File: src/rtl/hazard_scoreboard.sv
// Multi-lane issue scoreboard: per-register countdown of pending producer latency,
// resolving RAW/WAW/intra-bundle hazards and issuing the oldest independent prefix.
module hazard_scoreboard #(
    parameter int ISSUE_WIDTH = 2,
    parameter int NREG        = 32,
    parameter int LAT_W       = 3,
    parameter int PERF_W      = 32
) (
    input  logic                         clk,
    input  logic                         rst,
    input  logic                         flush_i,
    input  logic                         ex_stall_i,
    input  logic [ISSUE_WIDTH-1:0]       de_valid_i,
    input  logic [ISSUE_WIDTH*5-1:0]     de_rs_i,
    input  logic [ISSUE_WIDTH*5-1:0]     de_rt_i,
    input  logic [ISSUE_WIDTH*5-1:0]     de_rd_i,
    input  logic [ISSUE_WIDTH-1:0]       de_we_i,
    input  logic [ISSUE_WIDTH*LAT_W-1:0] de_lat_i,
    output logic [ISSUE_WIDTH-1:0]       issue_mask_o,
    output logic                         if_stall_o,
    output logic                         id_stall_o,
    output logic                         ex_stall_o,
    output logic [PERF_W-1:0]            stall_cycles_o
);

    logic [4:0]       rs  [ISSUE_WIDTH];
    logic [4:0]       rt  [ISSUE_WIDTH];
    logic [4:0]       rd  [ISSUE_WIDTH];
    logic [LAT_W-1:0] lat [ISSUE_WIDTH];

    logic [LAT_W-1:0] cnt      [NREG];
    logic [LAT_W-1:0] cnt_next [NREG];
    logic [LAT_W-1:0] cnt_view [32];

    logic [ISSUE_WIDTH-1:0] blocked;
    logic                   raw;
    logic                   waw;
    logic                   intra;
    logic                   lane_blk;
    logic                   prior_blk;
    logic                   stall;

    always_comb begin
        for (int i = 0; i < ISSUE_WIDTH; i++) begin
            rs[i]  = de_rs_i[5*i +: 5];
            rt[i]  = de_rt_i[5*i +: 5];
            rd[i]  = de_rd_i[5*i +: 5];
            lat[i] = de_lat_i[LAT_W*i +: LAT_W];
        end
    end

    // Full 32-entry view so any 5-bit register field can index it; r0 and unused regs read 0.
    always_comb begin
        for (int r = 0; r < 32; r++) begin
            cnt_view[r] = '0;
        end
        for (int r = 1; r < NREG && r < 32; r++) begin
            cnt_view[r] = cnt[r];
        end
    end

    always_comb begin
        blocked   = '0;
        raw       = 1'b0;
        waw       = 1'b0;
        intra     = 1'b0;
        lane_blk  = 1'b0;
        prior_blk = 1'b0;
        for (int i = 0; i < ISSUE_WIDTH; i++) begin
            raw = (rs[i] != '0 && cnt_view[rs[i]] != '0) ||
                  (rt[i] != '0 && cnt_view[rt[i]] != '0);
            waw = de_we_i[i] && rd[i] != '0 && (cnt_view[rd[i]] > lat[i]);
            intra = 1'b0;
            for (int j = 0; j < i; j++) begin
                if (de_valid_i[j] && de_we_i[j] && rd[j] != '0 && lat[j] != '0 &&
                    (rd[j] == rs[i] || rd[j] == rt[i])) begin
                    intra = 1'b1;
                end
            end
            lane_blk   = raw | waw | intra | prior_blk;
            blocked[i] = lane_blk;
            // Any valid blocked lane stops every younger lane to keep issue in order.
            prior_blk  = prior_blk | (de_valid_i[i] & lane_blk);
        end
    end

    assign issue_mask_o = de_valid_i & ~blocked & {ISSUE_WIDTH{~ex_stall_i & ~flush_i}};
    assign stall        = ~flush_i & (ex_stall_i | (|(de_valid_i & ~issue_mask_o)));
    assign if_stall_o   = stall;
    assign id_stall_o   = stall;
    assign ex_stall_o   = 1'b0;

    // Ascending lane order lets the youngest issued writer of a register win.
    always_comb begin
        for (int r = 0; r < NREG; r++) begin
            cnt_next[r] = (cnt[r] != '0) ? cnt[r] - LAT_W'(1) : '0;
        end
        cnt_next[0] = '0;
        for (int i = 0; i < ISSUE_WIDTH; i++) begin
            for (int r = 1; r < NREG && r < 32; r++) begin
                if (issue_mask_o[i] && de_we_i[i] && rd[i] == 5'(r)) begin
                    cnt_next[r] = lat[i];
                end
            end
        end
    end

    always_ff @(posedge clk) begin
        if (rst) begin
            for (int r = 0; r < NREG; r++) begin
                cnt[r] <= '0;
            end
            stall_cycles_o <= '0;
        end else begin
            if (stall && stall_cycles_o != '1) begin
                stall_cycles_o <= stall_cycles_o + PERF_W'(1);
            end
            if (flush_i) begin
                for (int r = 0; r < NREG; r++) begin
                    cnt[r] <= '0;
                end
            end else if (!ex_stall_i) begin
                for (int r = 0; r < NREG; r++) begin
                    cnt[r] <= cnt_next[r];
                end
            end
        end
    end

endmodule

File: config.mk
export PLATFORM = sky130hd
export DESIGN_NAME = hazard_scoreboard
export DESIGN_NICKNAME = d
export VERILOG_FILES = /design/src/rtl/hazard_scoreboard.sv
export SDC_FILE = /design/constraint.sdc
export NUM_CORES = 1
export LEC_CHECK = 0
export BUFFER_PORTS_ARGS = -buffer_cell sky130_fd_sc_hd__buf_2
export CAP_MARGIN = 30
export CORE_UTILIZATION = 63
export DETAILED_ROUTE_END_ITERATION = 10
export PLACE_DENSITY = 0.82
export SETUP_SLACK_MARGIN = 0.02
export SYNTH_ARGS = -nofsm -noshare
export SYNTH_HDL_FRONTEND = slang
export SYNTH_SLANG_ARGS = --single-unit
File: constraint.sdc
create_clock -name clk -period 5.6 [get_ports clk]
set_input_delay 0.28 -clock clk [delete_from_list [all_inputs] [get_ports clk]]
set_output_delay 0.28 -clock clk [all_outputs]
set_load 0.1 [all_outputs]
== Word-level counts from Yosys, hierarchy flattened ==
Memories as Yosys holds them, arrays and structs flattened.
Index checks and enable logic that the tools add are counted.

* Bits in writable memories: 96
* Flip-flop bits (word level): 32
* Output and inout port bits: 37
* Word-level logic and storage cells: 500
* ROM bits: 0
* Memories: 1
* Bits in latches: 0

{| class="wikitable"
|+ Memory list
! memory !! words !! width !! read ports !! clocked after Yosys merged registers in !! write ports !! line !! source
|-
| cnt || 32 || 3 || 31 || 0 || 32 || 31 || <nowiki>logic [LAT_W-1:0] cnt [NREG];</nowiki>
|}

* Eq/ne operators: 65
* Multipliers: 0
* Bitwise operators: 85
* Shift operators: 0
* Divide/modulo/power cells: 0
* Multiplexer cells: 185
* Reductions and logical operators: 123
* Add/sub/neg operators: 32
* $lt $le $gt $ge: 8

{| class="wikitable"
|+ Operators by type and width
! cell !! count
|-
| 3-bit 2-to-1 mux || 169
|-
| 5-bit == test (second input constant) || 32
|-
| 3-bit nonzero test || 36
|-
| 3-bit by 1-bit subtractor with 3-bit output (second input constant) || 31
|-
| 3-bit binary-select mux with 5-bit select || 6
|-
| 5-bit by 4-bit == test with 1-bit output (second input constant) || 16
|-
| 1-bit logical AND || 77
|-
| 1-bit bitwise OR || 69
|-
| 5-bit by 3-bit == test with 1-bit output (second input constant) || 8
|-
| 6-bit greater-or-equal comparator (second input constant) || 6
|-
| 5-bit inverter with 6-bit output || 6
|-
| 32-bit by 1-bit adder with 32-bit output (second input constant) || 1
|-
| 32-bit inequality test (second input constant) || 1
|-
| 5-bit nonzero test || 6
|-
| 5-bit by 2-bit == test with 1-bit output (second input constant) || 4
|-
| 5-bit by 1-bit == test with 1-bit output (second input constant) || 2
|-
| 5-bit == test || 2
|-
| 1-bit 2-to-1 mux || 10
|-
| 2-bit bitwise AND || 3
|-
| 3-bit greater-than comparator || 2
|-
| 2-bit inverter || 2
|-
| 1-bit bitwise AND || 3
|-
| 1-bit logical OR || 3
|-
| 1-bit inverter || 2
|-
| 2-bit OR reduction || 1
|}

== Logic depth before layout (Yosys ltp) ==
Gate-level depths: netlist of the first run.

* Depth in word-level cells: 19
* Depth in mapped cells: 24
* Gate-level depth less buffers: 18

== Worst setup path before layout of the first run ==
Ideal clock, no wire load.

* Kind: in2out
* Start point: in de_rd_i[0]
* End point: out if_stall_o
* Path buffers: 5
* Arrival: 6.017 ns
* Stages on the path: 17
* Path slack: -0.697 ns
* Cells stage by stage: buf_1 > buf_1 > mux4_2 > mux4_2 > mux2_2 > ha_1 > nor2b_1 > o21ai_0 > a211o_1 > o211ai_1 > nor4_4 > a21oi_2 > a211oi_4 > buf_4 > buf_4 > nor2_1 > buf_4

* Word-level cells in the longest chain between the ends: 17

{| class="wikitable"
|+ Ends and longest elaborated chain
! element !! line !! source
|-
| start: declaration || 16 || <nowiki>input logic [ISSUE_WIDTH*5-1:0] de_rd_i,</nowiki>
|-
| 5-bit inverter with 6-bit output (implied by the code) || 72 || <nowiki>waw = de_we_i[i] && rd[i] != '0 && (cnt_view[rd[i]] > lat[i]);</nowiki>
|-
| 3-bit binary-select mux with 5-bit select || 72 ||
|-
| 3-bit 2-to-1 mux (implied by the code) (2 in a row) || 72 ||
|-
| 3-bit greater-than comparator || 72 ||
|-
| 1-bit logical AND || 72 ||
|-
| 1-bit bitwise OR || 80 || <nowiki>lane_blk = raw | waw | intra | prior_blk;</nowiki>
|-
| 1-bit bitwise AND || 83 || <nowiki>prior_blk = prior_blk | (de_valid_i[i] & lane_blk);</nowiki>
|-
| 1-bit bitwise OR || 80 ||
|-
| 2-bit inverter * || 87 || <nowiki>assign issue_mask_o = de_valid_i & ~blocked & {ISSUE_WIDTH{~ex_stall_i & ~flush_i}};</nowiki>
|-
| 2-bit bitwise AND * (2 in a row) || 87 ||
|-
| 2-bit inverter * || 88 || <nowiki>assign stall = ~flush_i & (ex_stall_i | (|(de_valid_i & ~issue_mask_o)));</nowiki>
|-
| 2-bit bitwise AND * || 88 ||
|-
| 2-bit OR reduction * || 88 ||
|-
| 1-bit bitwise OR * || 88 ||
|-
| 1-bit bitwise AND * || 88 ||
|-
| end: declaration || 20 || <nowiki>output logic if_stall_o,</nowiki>
|}

Mark *: on every way between the ends. The rest lies on a longest branch, timed or not. The select of a mux whose other input is x is not followed.

== Worst setup path in the final report of the first run ==
* Start point: in de_rd_i[5]
* End point: out if_stall_o

* Word-level cells in the longest chain between the ends: 17

{| class="wikitable"
|+ Ends and longest elaborated chain
! element !! line
|-
| 5-bit inverter with 6-bit output (implied by the code) || 72
|-
| 3-bit binary-select mux with 5-bit select || 72
|-
| 3-bit 2-to-1 mux (implied by the code) (2 in a row) || 72
|-
| 3-bit greater-than comparator || 72
|-
| 1-bit logical AND * || 72
|-
| 1-bit bitwise OR * (3 in a row) || 80
|-
| 2-bit inverter * || 87
|-
| 2-bit bitwise AND * (2 in a row) || 87
|-
| 2-bit inverter * || 88
|-
| 2-bit bitwise AND * || 88
|-
| 2-bit OR reduction * || 88
|-
| 1-bit bitwise OR * || 88
|-
| 1-bit bitwise AND * || 88
|}

Marks and branches as above.

==> flow_summary.yaml, run 1 <==
synthesis:
  syn_avg_cell_area_sq_um: 8.67
  syn_area_sq_um: 12800
  netlist.area_leader.share: 0.218
  synthFlopType: "edfxtp_1"
  synth_cell_types: 74
  synth_nets: 1591
  synth-seq-cells: 125
  synth-edff-count: 93
  synth_seq_area_share: 0.268
  synth_most_common_cell: "nor2_1"
  synth_cells: 1478
  synth_area_leaders: "edfxtp_1 22%, mux4_2 9.7%, ha_1 6.7%"
  synth_largest_area_cell: "edfxtp_1"
  yosys-top-cells-count: "108 x nor2_1, 102 x nor3_1, 100 x nand2_1"
  ys_warn_count: 0
  synthArstFlopShare: 0
drt:
  drc_errors: 0
  via_per_inst: 7.32
  route.detailed.wl_per_inst_um: 24.9
  num_vias: 12938
  drtAntennaViolNets: 0
  routed_wl_um: 44000
  drt_pre_antenna_iters: 6
  dr.first_iter.drc_count: 1743
global_route:
  use_met2: 0.634
  gr-total-overflow: 0
  use_met1: 0.564
  grt_max_degree: 80
  grtUsageTotal: 0.433
  grt_pass1_vias: 11896
  grt_busiest_layer: "met2"
  grtUsageMet3: 0.140
  grt_pass1_wl_um: 67000
  antenna_found_initial: 1
timing:
  finalSetupViolCount: 0
  rsz0062_at_grt: "no"
  period_minus_slack_ps: 5160
  max_slew_margin: 0.291
  finalSetupTns_ps: 0
  skew_ps: 13.6
  max_freq_ghz: 0.194
  fin_crit_sh: 0.922
  slew_viol_final: 0
  fin_ws_ps: 438
  hold_violations: 0
  tightest_slew_ps: 1060
floorplanning:
  fp.dieArea_sq_um: 20900
  die_y_um: 145
  io_pins: 81
  die_w_um: 145
  initial_utilization: 0.650
  rows: 51
  fp.coreArea_sq_um: 19700
pwr:
  power.switching_w: 0.00101
  p_clk_frac: 0.395
  vdd_drop_max_mv: 0.225
  cellInternalPower_w: 0.00187
  switching_share: 0.350
  combinationalPowerShare: 0.226
  p_leak_nw: 5.65
  p_total_w: 0.00288
  p_seq_frac: 0.379
  power_density_nw_per_um2: 207
setup_path:
  ff2ff_setup_slack_ps: 600
  cp.arrival_ps: 4880
  end_kind: "output port"
  cp-start-kind: "primary input"
  worst-setup-path-type: "primary input to output port"
  critPathLaunch: "de_rd_i[5]"
  slowest_delay_ps: 600
  crit_slowest_cell: "mux4_2"
  crit_chain: "buf_2 -> mux4_2 -> mux4_2 -> inv_1 -> a21oi_1 -> ha_1 -> nor2b_1 -> o21ai_0 -> a221oi_1 -> or3_1 -> nor4_1 -> nand4_2 -> a211oi_4 -> buf_12 -> nor2_4 -> buf_2"
  required_ps: 5320
  path_max_fanout: 53
  r2r_start: "cnt[0][44]$_SDFFCE_PN0P_"
placed_design:
  placed_cells: 1734
  place_ws_ps: 317
  post-dp-hpwl_um: 30600
  io_buffers: 79
  gp_congestion: 1.01
clock_network:
  clk_latency_ps: 440
  cts_setup_buffers: 0
  cts-resized-gates: 0
  cts-root-buf: "clkbuf_16"
  cts_sinks: 125
  cts_hold_buf: 0
  htree_levels: 4
  cts_buffers: 17
  tritoncts: "built"
  path_clk_slew_ps: 70
  clock_path_buffers: 2
final_layout:
  instances_no_fill: 1768
  drive_above_1_share: 0.176
  nets: 1602
  area_delta_synth_final_pct: 8.71
hold_path:
  hold_path.startpoint: "ex_stall_i"
  hold_path_class: "primary input to flop"
run_status:
  status: "complete, no violations"
job:
  drv_cap: 0
## critical path, delay by kind of cell
family,cells,cell delay (ps)
fa+ha+maj,1,300
compound gates,4,720
simple gates,5,1240
buf+inv,4,1200
mux,2,1090
## final cells by class
cell class | count | area (sq um)
Antenna cell | 1 | 2.50
Clock buffer | 18 | 450
Clock inverter | 14 | 140
Fill cell | 1503 | 5790
Inverter | 79 | 297
Multi-Input combinational cell | 1158 | 8630
Sequential cell | 125 | 3430
Tap cell | 265 | 332
Timing Repair Buffer | 108 | 641
## metal layers
metal,share of wire,vias up
met5,0,-
met4,0.056,0
met3,0.15,212
met2,0.43,1034
met1,0.37,6085
li1,-,5607
## placed cells by master (no fill, tap or decap), drive strengths merged, types with 35 or more instances in the layout
cell type and instances:
a21o 35, a21oi 100, buf 107, edfxtp 93
ha 69, inv 88, mux2i 86, mux4 55
nand2 100, nand4 56, nor2 108, nor3 102
o21ai 78
## path summary, 6_finish.rpt
| path | to | depth (start not counted) |
|---|---|---|
| hold reg to reg | stall_cycles_o[27]$_SDFFE_PP0P_ | 2 |
| hold / removal | cnt[0][88]$_SDFFCE_PP0P_ | 2 |
| setup / recovery | if_stall_o | 16 |
| setup reg to reg | cnt[0][31]$_SDFFCE_PN0P_ | 13 |
## per-stage QoR
| step | area (sq um) | hold slack [ps] | util |
|---|---|---|---|
| global route | 13900 | 393 | 0.706 |
| CTS | 13900 | 377 | 0.706 |
| global placement | 13300 | 467 | 0.676 |
| finish | 13900 | 389 | 0.706 |
| detailed placement | 13300 | 482 | 0.676 |
| floorplan | 12800 | 497 | - |
## cells by family (layout without fill, tap and decap cells)
group | Yosys count | after routing | share of synthesized area
simple gates | 557 | 557 | 0.228
compound gates | 347 | 347 | 0.175
buf+inv | 195 | 219 | 0.0613
mux | 174 | 174 | 0.193
flops | 125 | 125 | 0.268
fa+ha+maj | 69 | 69 | 0.0674
xor+xnor | 10 | 10 | 0.00684
other cells | 1 | 2 | 0.000293
## state kept, by name, summed over array words and instances, names as in the netlist
signal and cells:
cnt 93, stall_cycles_o 32
## power groups by stage
stage,Combinational [W],Sequential [W],Clock [W]
6_report,0.000653,0.00109,0.00114
4_1_cts,0.000629,0.00109,0.00113
5_1_grt,0.000693,0.00109,0.00116
3_5_place_dp,0.000626,0.00111,0
3_3_place_gp,0.000616,0.00110,0
2_1_floorplan,0.000444,0.00109,0
Note: power is estimated with default switching activity, not from simulation.
==> inputs of run 2 (changes only) <==
CELL_PAD_IN_SITES_DETAIL_PLACEMENT = 0   (was default)
CELL_PAD_IN_SITES_GLOBAL_PLACEMENT = 1   (was default)
CORE_UTILIZATION = 46   (was 63)
PLACE_DENSITY = default   (was 0.82)
PLACE_DENSITY_LB_ADDON = 0.1   (was default)
==> run 2 against run 1 <==
Clock power is 6% higher. Critical path depth stayed put. Maximum frequency is 1.5% lower. First-iteration DRC count is 7.5% lower. Register-to-register slack better by 100 ps. Worst setup slack worse by 79 ps. Global-route usage is 9.8 points lower. Power is 3.4% higher. Utilization is 18 points lower.
==> flow_summary.yaml, run 2 (synthesized netlist as in run 1, its figures left out) <==
timing:
  rsz0062_at_grt: "no"
  slew_viol_final: 0
  skew_ps: 18.7
  max_freq_ghz: 0.191
  finalSetupViolCount: 0
  fin_ws_ps: 359
  max_slew_margin: 0.303
  fin_crit_sh: 0.936
  period_minus_slack_ps: 5240
  tightest_slew_ps: 1040
  hold_violations: 0
  finalSetupTns_ps: 0
setup_path:
  required_ps: 5320
  crit_buf_inv: 2
  cp-start-kind: "flop"
  path_max_fanout: 53
  crit_family: "simple AND/OR/NAND/NOR gates"
  worst-setup-path-type: "flop to output port"
  end_kind: "output port"
  cp.arrival_ps: 4960
  ff2ff_setup_slack_ps: 700
  crit_chain: "mux4_2 -> o21ai_0 -> a21oi_1 -> nor3_1 -> a21oi_1 -> ha_1 -> nor2b_1 -> o21ai_0 -> a221oi_1 -> or3_1 -> nor4_1 -> nand4_2 -> a211oi_4 -> buf_12 -> nor2_4 -> buf_2"
  crit_slowest_cell: "edfxtp_1"
  slowest_delay_ps: 550
clock_network:
  clock_path_buffers: 2
  cts_sinks: 125
  cts_setup_buffers: 0
  htree_levels: 4
  cts_hold_buf: 0
  tritoncts: "built"
  cts_buffers: 17
  path_clk_slew_ps: 70
  cts-resized-gates: 0
  cts-root-buf: "clkbuf_16"
  clk_latency_ps: 440
global_route:
  gr-total-overflow: 0
  grt_pass1_wl_um: 72000
  grt_max_degree: 54
  grtUsageTotal: 0.335
  antenna_found_initial: 0
  grt_pass1_vias: 11662
drt:
  drc_errors: 0
  routed_wl_um: 47100
  drt_pre_antenna_iters: 6
  via_per_inst: 6.63
  route.detailed.wl_per_inst_um: 25.0
  dr.first_iter.drc_count: 1613
  drtAntennaViolNets: 0
  num_vias: 12498
placed_design:
  gp_congestion: 0.979
  dpl_cell_area_sq_um: 13600
  post-dp-hpwl_um: 33700
  placed_cells: 1853
  place_ws_ps: 399
  io_buffers: 79
final_layout:
  instances_no_fill: 1885
  area_delta_synth_final_pct: 10.9
  final_common_cell: "nor2_1"
  finalInstanceArea_sq_um: 14200
  drive_above_1_share: 0.181
  antenna_cells: 0
  nFillCells: 2595
  top_regs: "cnt (93), stall_cycles_o (32)"
  layout_common_cells: "107 x nor2_1, 101 x nor3_1, 100 x nand2_1"
  largest-register: "cnt"
  nets: 1613
  largest_reg_flops: 93
job:
  drv_cap: 0
hold_path:
  hold_path_class: "primary input to flop"
pwr:
  p_leak_nw: 5.73
  vdd_drop_max_mv: 0.184
  power_density_nw_per_um2: 210
floorplanning:
  die_w_um: 169
  fp.coreArea_sq_um: 27100
  die_y_um: 169
  rows: 60
  io_pins: 81
  initial_utilization: 0.473
  fp.dieArea_sq_um: 28500
run_status:
  status: "complete, no violations"
==> run 2: path summary, 6_finish.rpt <==
check,startpoint,endpoint,cells past startpoint
setup / recovery,cnt[0][25]$_SDFFCE_PN0P_,id_stall_o,16
hold / removal,de_lat_i[5],cnt[0][5]$_SDFFCE_PN0P_,3
setup reg to reg,cnt[0][25]$_SDFFCE_PN0P_,cnt[0][9]$_SDFFCE_PN0P_,16
hold reg to reg,stall_cycles_o[27]$_SDFFE_PP0P_,stall_cycles_o[27]$_SDFFE_PP0P_,2
==> run 2: per-layer routing <==
metal,up-vias,part of all wire,GRT usage,routed length [um]
met2,758,0.43,0.509,20500
met4,0,0.031,0.112,1470
li1,5622,-,-,-
met3,103,0.11,0.0732,5390
met5,-,0,0,0
met1,6015,0.42,0.469,19800
==> run 2: worst min-delay path: stages <==
cell and delay (ps):
buf_2 120, inv_1 110, a311oi_1 90
==> run 2: area by class of cell <==
| class | count | area, sq um | share of cell area |
|---|---|---|---|
| clock buffers | 19 | 475 | 0.0335 |
| clock inverters | 13 | 161 | 0.0114 |
| inverters | 79 | 297 | 0.0209 |
| multi-input cells | 1158 | 8630 | 0.608 |
| flip-flops and latches | 125 | 3430 | 0.242 |
| well taps | 372 | 465 | 0.0328 |
| repair buffers | 119 | 739 | 0.0521 |
==> run 2: where the power goes <==
group | switching, W | leakage, nW | internal [W] | total, W
Combinational | 0.000434 | 4.07 | 0.000239 | 0.000672
Clock | 0.000556 | 0.313 | 0.000659 | 0.00121
Sequential | 0.0000672 | 1.34 | 0.00103 | 0.00109
==> run 2: per-stage QoR <==
stage	util	hold WS [ps]	power (W)
2_1_floorplan	-	497	0.00153
3_3_place_gp	0.500	473	0.00176
3_5_place_dp	0.501	481	0.00176
4_1_cts	0.524	324	0.00298
5_1_grt	0.524	353	0.00307
6_report	0.524	340	0.00298
